File: src/rtl/cpu_mc.sv
// Multi-cycle CPU control core: sequences FETCH -> DECODE -> EXEC -> (MEM) -> WB
// and owns PC, ir and npc. Decode and ALU live outside; their flags are sampled here.
// Optional build macro CPU_MC_PERF_EN adds the instret/cycles performance counters.
// Without it both counter outputs are tied to zero.
module cpu_mc #(
    parameter int unsigned     PC_W     = 32,
    parameter int unsigned     INSTR_W  = 32,
    parameter logic [PC_W-1:0] RESET_PC = '0
) (
    input  logic               clk,
    input  logic               rst,
    output logic               imem_req,
    output logic [PC_W-1:0]    imem_addr,
    input  logic               imem_ack,
    input  logic [INSTR_W-1:0] imem_rdata,
    output logic [INSTR_W-1:0] ir,
    output logic [PC_W-1:0]    PC,
    output logic [PC_W-1:0]    npc,
    input  logic               is_mem,
    input  logic               is_halt,
    input  logic               br_take,
    input  logic [PC_W-1:0]    br_target,
    output logic               dec_en,
    output logic               ex_en,
    output logic               wb_en,
    output logic               dmem_req,
    input  logic               dmem_ack,
    output logic               halted,
    output logic [31:0]        instret,
    output logic [31:0]        cycles
);

    typedef enum logic [2:0] {
        StFetch,
        StDecode,
        StExec,
        StMem,
        StWb,
        StHalt
    } state_e;

    state_e             state_q, state_d;
    logic [PC_W-1:0]    pc_q, pc_d;
    logic [PC_W-1:0]    npc_q, npc_d;
    logic [INSTR_W-1:0] ir_q, ir_d;
    // Cleared by reset: keeps the fetch request low for the first cycle after
    // reset is released, so a reset always abandons any outstanding access.
    logic               active_q;

    // State and datapath registers, synchronous active-low reset.
    always_ff @(posedge clk) begin
        if (!rst) begin
            state_q  <= StFetch;
            active_q <= 1'b0;
            pc_q     <= RESET_PC;
            npc_q    <= '0;
            ir_q     <= '0;
        end else begin
            state_q  <= state_d;
            active_q <= 1'b1;
            pc_q     <= pc_d;
            npc_q    <= npc_d;
            ir_q     <= ir_d;
        end
    end

    // Next-state and datapath update; inputs only matter in the state that samples them.
    always_comb begin
        state_d = state_q;
        pc_d    = pc_q;
        npc_d   = npc_q;
        ir_d    = ir_q;
        unique case (state_q)
            StFetch: begin
                if (active_q && imem_ack) begin
                    ir_d    = imem_rdata;
                    npc_d   = pc_q + PC_W'(4);
                    state_d = StDecode;
                end
            end
            StDecode: begin
                state_d = is_halt ? StHalt : StExec;
            end
            StExec: begin
                state_d = is_mem ? StMem : StWb;
            end
            StMem: begin
                if (dmem_ack) begin
                    state_d = StWb;
                end
            end
            StWb: begin
                // Branch targets are forced word-aligned.
                pc_d    = br_take ? (br_target & ~PC_W'(3)) : npc_q;
                state_d = StFetch;
            end
            StHalt: begin
                state_d = StHalt;
            end
            default: begin
                state_d = StFetch;
            end
        endcase
    end

    // Control outputs decoded purely from registered state.
    always_comb begin
        imem_req = active_q && (state_q == StFetch);
        dec_en   = (state_q == StDecode);
        ex_en    = (state_q == StExec);
        dmem_req = (state_q == StMem);
        wb_en    = (state_q == StWb);
        halted   = (state_q == StHalt);
    end

    assign imem_addr = pc_q;
    assign PC        = pc_q;
    assign npc       = npc_q;
    assign ir        = ir_q;

`ifdef CPU_MC_PERF_EN
    logic [31:0] instret_q;
    logic [31:0] cycles_q;
    logic        retire;

    // An instruction retires in its single WB cycle.
    assign retire = (state_q == StWb);

    // Free-running counters, wrapping modulo 2^32; cycles also runs while halted.
    always_ff @(posedge clk) begin
        if (!rst) begin
            instret_q <= '0;
            cycles_q  <= '0;
        end else begin
            cycles_q <= cycles_q + 32'd1;
            if (retire) begin
                instret_q <= instret_q + 32'd1;
            end
        end
    end

    assign instret = instret_q;
    assign cycles  = cycles_q;
`else
    assign instret = '0;
    assign cycles  = '0;
`endif

endmodule

File: config.mk
export PLATFORM = sky130hd
export DESIGN_NAME = cpu_mc
export DESIGN_NICKNAME = d
export VERILOG_FILES = /design/src/rtl/cpu_mc.sv
export SDC_FILE = /design/constraint.sdc
export NUM_CORES = 1
export LEC_CHECK = 0
export CAP_MARGIN = 10
export CORE_ASPECT_RATIO = 0.75
export CORE_UTILIZATION = 43
export DETAILED_ROUTE_END_ITERATION = 10
export GPL_ROUTABILITY_DRIVEN = 0
export GPL_TIMING_DRIVEN = 1
export PLACE_DENSITY = 0.86
export SLEW_MARGIN = 20
export SYNTH_ARGS = -nofsm -noshare
export SYNTH_HDL_FRONTEND = slang
export SYNTH_SLANG_ARGS = --single-unit
File: constraint.sdc
create_clock -name clk -period 3.4 [get_ports clk]
set_input_delay 1.02 -clock clk [delete_from_list [all_inputs] [get_ports clk]]
set_output_delay 1.02 -clock clk [all_outputs]
set_load 0.05 [all_outputs]
# Word-level counts from Yosys, hierarchy flattened

Index checks and enable logic that the tools add are counted.

Output and inout bits: 198
Word-level logic and storage cells: 25
Register bits: 100

$add $sub $neg: 1
Equal/unequal tests: 7
Muxes and demuxes: 7
Reductions and logical operators: 5

Operators with widths:

| operator                                      | count |
|---|---|
| adder 32 x 3 -> 32 bit, second input constant | 1 |
| 2-to-1 mux 32 bit                             | 1 |
| one-hot mux 3 bit (5 select lines)            | 1 |
| 2-to-1 mux 3 bit                              | 4 |
| == test 3 x 2 -> 1 bit, second input constant | 2 |
| == test 3 bit, second input constant          | 2 |
| AND reduction 2 bit                           | 2 |
| == test 3 x 1 -> 1 bit, second input constant | 1 |
| zero test 3 bit                               | 1 |
| logical AND 1 bit                             | 2 |
| != test 2 x 1 -> 1 bit, second input constant | 1 |
| != test 2 bit, second input constant          | 1 |
| 2-to-1 mux 1 bit                              | 1 |

# Longest topological paths before layout

Gate-level depths: netlist of run 1.

Word-level depth: 3
Mapped depth: 7

# Worst setup path before layout of run 1

OpenSTA, ideal clock, no wires.

Path type: register to register
Start point: register state_q[0]
End point: register npc_q[0] (netlist: npc[0])
Path buffers: 1
Path slack: 0.242 ns
Cell stages (with the launch flop): 6
Arrival: 3.026 ns
Period minus slack after synthesis: 3.158 ns
Cell sequence: dfxtp_1 -> nor4b_1 -> nand2_1 -> clkbuf_1 -> nand2_1 -> a21oi_1

Cells in the longest elaborated chain, start to end: 2

RTL lines:

| what                                 | line | RTL |
|---|---|---|
| start, declared                      | 42   | `state_e state_q, state_d;` |
| start signal, assigned               | 53   | `state_q <= StFetch;` |
| start signal, assigned               | 59   | `state_q <= state_d;` |
| zero test 3 bit                      | 73   | `unique case (state_q)` |
| AND reduction 2 bit (no source line) | --   |  |
| end signal, assigned                 | 62   | `npc_q <= npc_d;` |
| end, declared                        | 44   | `logic [PC_W-1:0] npc_q, npc_d;` |

No other way between the ends.
A chain may end at the register's enable or synchronous reset.

# Final worst setup path of run 1

Start point: register state_q[0]
End point: output imem_req

Cells in the longest elaborated chain, start to end: 2

RTL lines:

| what              | line | RTL |
|---|---|---|
| zero test 3 bit   | 108  | `imem_req = active_q && (state_q == StFetch);` |
| logical AND 1 bit | 108  |  |
| end, declared     | 12   | `output logic imem_req,` |

No other way between the ends.

==> impl_results.rst, run 1 <==
.. list-table::
   :header-rows: 1

   * - Metric
     - Value
   * - Count of flip-flops with a built-in enable after synthesis
     - 0
   * - Parity-gate share of the synthesized area counting xor and xnor cells
     - 0.0204
   * - Total of cells resized after clock tree synthesis
     - 0
   * - Most frequent cells after synthesis
     - sky130_fd_sc_hd__dfxtp_1, sky130_fd_sc_hd__buf_4, sky130_fd_sc_hd__nand2_1
   * - Hold buffer count at CTS
     - 0
   * - Portion of the clock cycle consumed by the worst path in the final layout
     - 0.933
   * - Setup repair after global routing missed its margin
     - false
   * - Initial antenna violation count
     - 0
   * - Number of clock sinks
     - 100
   * - Setup total negative slack
     - 0 ns
   * - Data arrival at the endpoint of the critical path
     - between 2 and 2.5 ns
   * - Worst slack, placed
     - between 0.5 and 0.6 ns
   * - Post-CTS setup-driven buffer insertion count
     - 0
   * - Sort of element at the start of the critical path
     - register
   * - Unique cell type count in the Yosys netlist
     - 47
   * - TritonCTS clock tree
     - done
   * - Power density over cell area
     - between 500 and 600 nW/um^2
   * - Core outline area
     - between 10,000 and 15,000 sq um
   * - Overall die height
     - a little under 100 um
   * - Global Route Usage Sum
     - 0.217
   * - Fraction of post-synthesis cell area in the top cell type by area
     - 0.388
   * - Die area
     - around 12,000 sq um
   * - Worst Hold Endpoint
     - ir[1]
   * - Root Driver
     - sky130_fd_sc_hd__clkbuf_16
   * - Final worst clock skew
     - roughly 0.0065 ns
   * - Number of ports placed on the die boundary
     - about 270
   * - Final setup violation count
     - 0
   * - Critical path depth
     - 2
   * - Max clock buf depth
     - 2
   * - Worst flop-to-flop path endpoint
     - npc[28]
   * - Initial core utilization
     - 0.443
   * - Most instantiated flip-flop cell in the synthesis netlist
     - sky130_fd_sc_hd__dfxtp_1
   * - DR vias
     - around 4.7k
   * - Outcome
     - complete, no violations
   * - Global-route layer with the greatest usage
     - met2
   * - Post-synth top area cell
     - sky130_fd_sc_hd__dfxtp_1
   * - Static power due to leakage
     - around 2.5 nW
   * - Final routed wirelength across all metal layers
     - roughly 14 mm
   * - Vias in the first global route
     - 4,089
   * - Met3 global-route usage
     - 0.0454
   * - Post-Synth Simple-Gate Area
     - 0.181
   * - Complex-gate fraction of the synthesized area
     - 0.171
   * - Global-route wire length before repair
     - between 20 and 25 mm
   * - Final core utilization
     - 0.611
   * - Number of remaining DRC errors
     - 0
   * - Synthesized area per cell
     - around 8.3 sq um
   * - Flip-flop and latch count after synthesis
     - 100
   * - Mux share of post-synthesis cell area
     - 0.0582
   * - Category of the most critical setup path
     - reg -> out
   * - Worst flop-to-flop path startpoint
     - PC[2]
   * - Pin count of the biggest net entering global routing
     - between 50 and 60
   * - Detailed-routing iteration count for the pre-antenna-repair pass
     - 4
   * - Post-Synthesis Cell Area
     - around 5200 sq um
   * - Port-buffer cells
     - 202
   * - Wire per inst
     - 14.8 um
   * - Worst hold path class
     - reg -> reg
   * - Top post-synthesis cells by area
     - sky130_fd_sc_hd__dfxtp_1, sky130_fd_sc_hd__buf_4, sky130_fd_sc_hd__mux2i_1, sky130_fd_sc_hd__nand2_1, sky130_fd_sc_hd__a211oi_1
   * - Worst reg-to-reg setup slack
     - ~1.1 ns
   * - Crit-path max cell delay
     - ~0.91 ns
   * - Sequential fraction of the synthesis area
     - 0.388
   * - Hold path startpoint
     - ir[1]
   * - Hold Crit Depth
     - 2
   * - Fraction of layout instances using a drive strength above 1
     - 0.0465
   * - Antenna-violating nets left
     - 0
   * - Kind of end point of the critical path
     - primary output
   * - Post-detailed-route via-to-cell ratio
     - ~5
   * - Worst-Skew Late Latency
     - 0.33 ns
   * - Number of max-capacitance violations reported
     - 0
   * - N_diodes
     - 0
   * - Total number of placement rows
     - 34
   * - Synth-to-layout area growth
     - 38.0%
   * - Total power of the final layout
     - roughly 0.0038 W
   * - Max Freq
     - 315 MHz
   * - Count of buffering cells on the critical path with inverters included
     - 1
   * - Async set-reset flop share out of synthesis
     - 0
   * - Depth of the worst register-to-register path
     - 5
   * - Largest delay contributor family on the critical path
     - buffers and inverters
   * - H-tree level count
     - 3
   * - CP max FO
     - 14
   * - Met1 Usage GRT
     - 0.302
   * - Post-route minimum period
     - 3.17 ns
   * - Grt total ovfl
     - 0
   * - Post-layout net count
     - about 840
   * - Number of DRC markers in iteration 0
     - approximately 220
   * - Number of buffers added by the clock tree synthesis step
     - 9
   * - Slew @ Worst Pin
     - 0.587 ns
   * - Worst Path Required
     - around 2.4 ns
   * - Total of warnings raised by yosys
     - 0
   * - CP cell instances
     - nor4b_1, clkdlybuf4s50_1
   * - Area share of fa/ha/maj cells after synthesis
     - 0.00242
   * - Final hold viol count
     - 0
   * - Worst IR drop on VDD
     - around 0.00029 V
   * - Number of instances in the synthesized netlist
     - approximately 620
   * - Worst rel slew slack
     - 0.605
   * - Clock Pin Slew Worst Setup and Hold Paths
     - ~0.060 ns
   * - PnR worst setup slack
     - 0.228 ns
   * - Largest family of logic cells by synthesized area
     - simple AND/OR/NAND/NOR gates
   * - Width of the die
     - ~130 um
   * - Max-slew violation total from the final report
     - 0
   * - Estimated wirelength of the detail-placed design
     - between 9 and 10 mm
   * - M2 GR Usage
     - 0.349
   * - Library cell with the highest instance count after synthesis
     - sky130_fd_sc_hd__dfxtp_1
   * - Library cell contributing the largest single delay on the critical path
     - sky130_fd_sc_hd__clkdlybuf4s50_1
tightest hold or removal path: cells and delay by family, from the launching register on:
family             cells  cell delay (ns)
AOI/OAI and AO/OA      1             0.05
DFF                    1             0.31
and+or+nand+nor        1             0.05
cell families (layout without fill, tap and decap cells):
kind of cell | Yosys count | count (layout)
mux | 30 | 30
flops | 100 | 100
compound gates | 142 | 142
simple gates | 190 | 190
buf+inv | 146 | 236
other cells | 1 | 64
fa+ha+maj | 1 | 1
xor+xnor | 12 | 12
layout by cell type (no fill, tap or decap), drive strengths merged, types with 2 or more instances in the layout:
cell           instances
o21a                   3
mux2i                 30
nor4                   7
nand2                 80
nand2b                 4
xor2                   4
or3                    4
clkdlybuf4s50        200
or4                    9
nor3                   6
nand4                  9
a31o                   3
nand3b                 3
a31oi                 15
nor3b                  4
dfxtp                100
nand3                 10
inv                    8
buf                   12
nor2b                  2
nor2                  43
conb                  64
and4                   3
xnor2                  8
a211oi                38
o31ai                  7
o21ai                 25
a21oi                 45
and2                   2
clkbuf                13
through the flow:
stage	area, sq um	instances	hold WS [ns]
3_5_place_dp	6830	921	0.447
2_1_floorplan	5400	685	0.675
6_report	7120	937	0.451
4_1_cts	7120	937	0.454
5_1_grt	7120	937	0.475
3_3_place_gp	6830	921	0.441
per-layer routing:
layer	vias to the layer above	wire length, um
met5	-	0
met4	0	66
met3	9	875
met2	159	6460
met1	2219	6480
li1	2307	-
where the power goes:
part	internal [W]	leakage (nW)	switching, W	total (W)
Combinational	0.000440	1.56	0.000945	0.00138
Sequential	0.00128	0.814	0.000134	0.00142
Clock	0.000593	0.140	0.000424	0.00102
Total	0.00232	2.52	0.00150	0.00382
layout make-up:
type	count	area (sq um)
flip-flops and latches	100	2000
clock buffers	13	250
multi-input cells	439	2480
inverters	8	30.0
repair buffers	212	2110
fillers	1035	4530
well taps	162	203
clock inverters	3	46.3
registers in the layout, summed over array words and instances, names as in the netlist:
name / flops
PC: 32
state_q: 3
ir: 32
npc: 32
active_q: 1
how the worst max path moves through the flow:
stage / to / slack, ns / start
2_1_floorplan: npc[0] / 0.24 / state_q[0]
3_3_place_gp: imem_req / 0.60 / state_q[0]
3_5_place_dp: imem_req / 0.56 / state_q[0]
4_1_cts: imem_req / 0.20 / state_q[0]
5_1_grt: imem_req / 0.12 / state_q[0]
6_report: imem_req / 0.23 / state_q[0]
Note: power is estimated with default switching activity, not from simulation.
==> run 2, diff against run 1 <==
Settings changed: CAP_MARGIN 10 to unset.
==> results of run 2 <==
Final layout, timing and power as in run 1 (identical DEF).
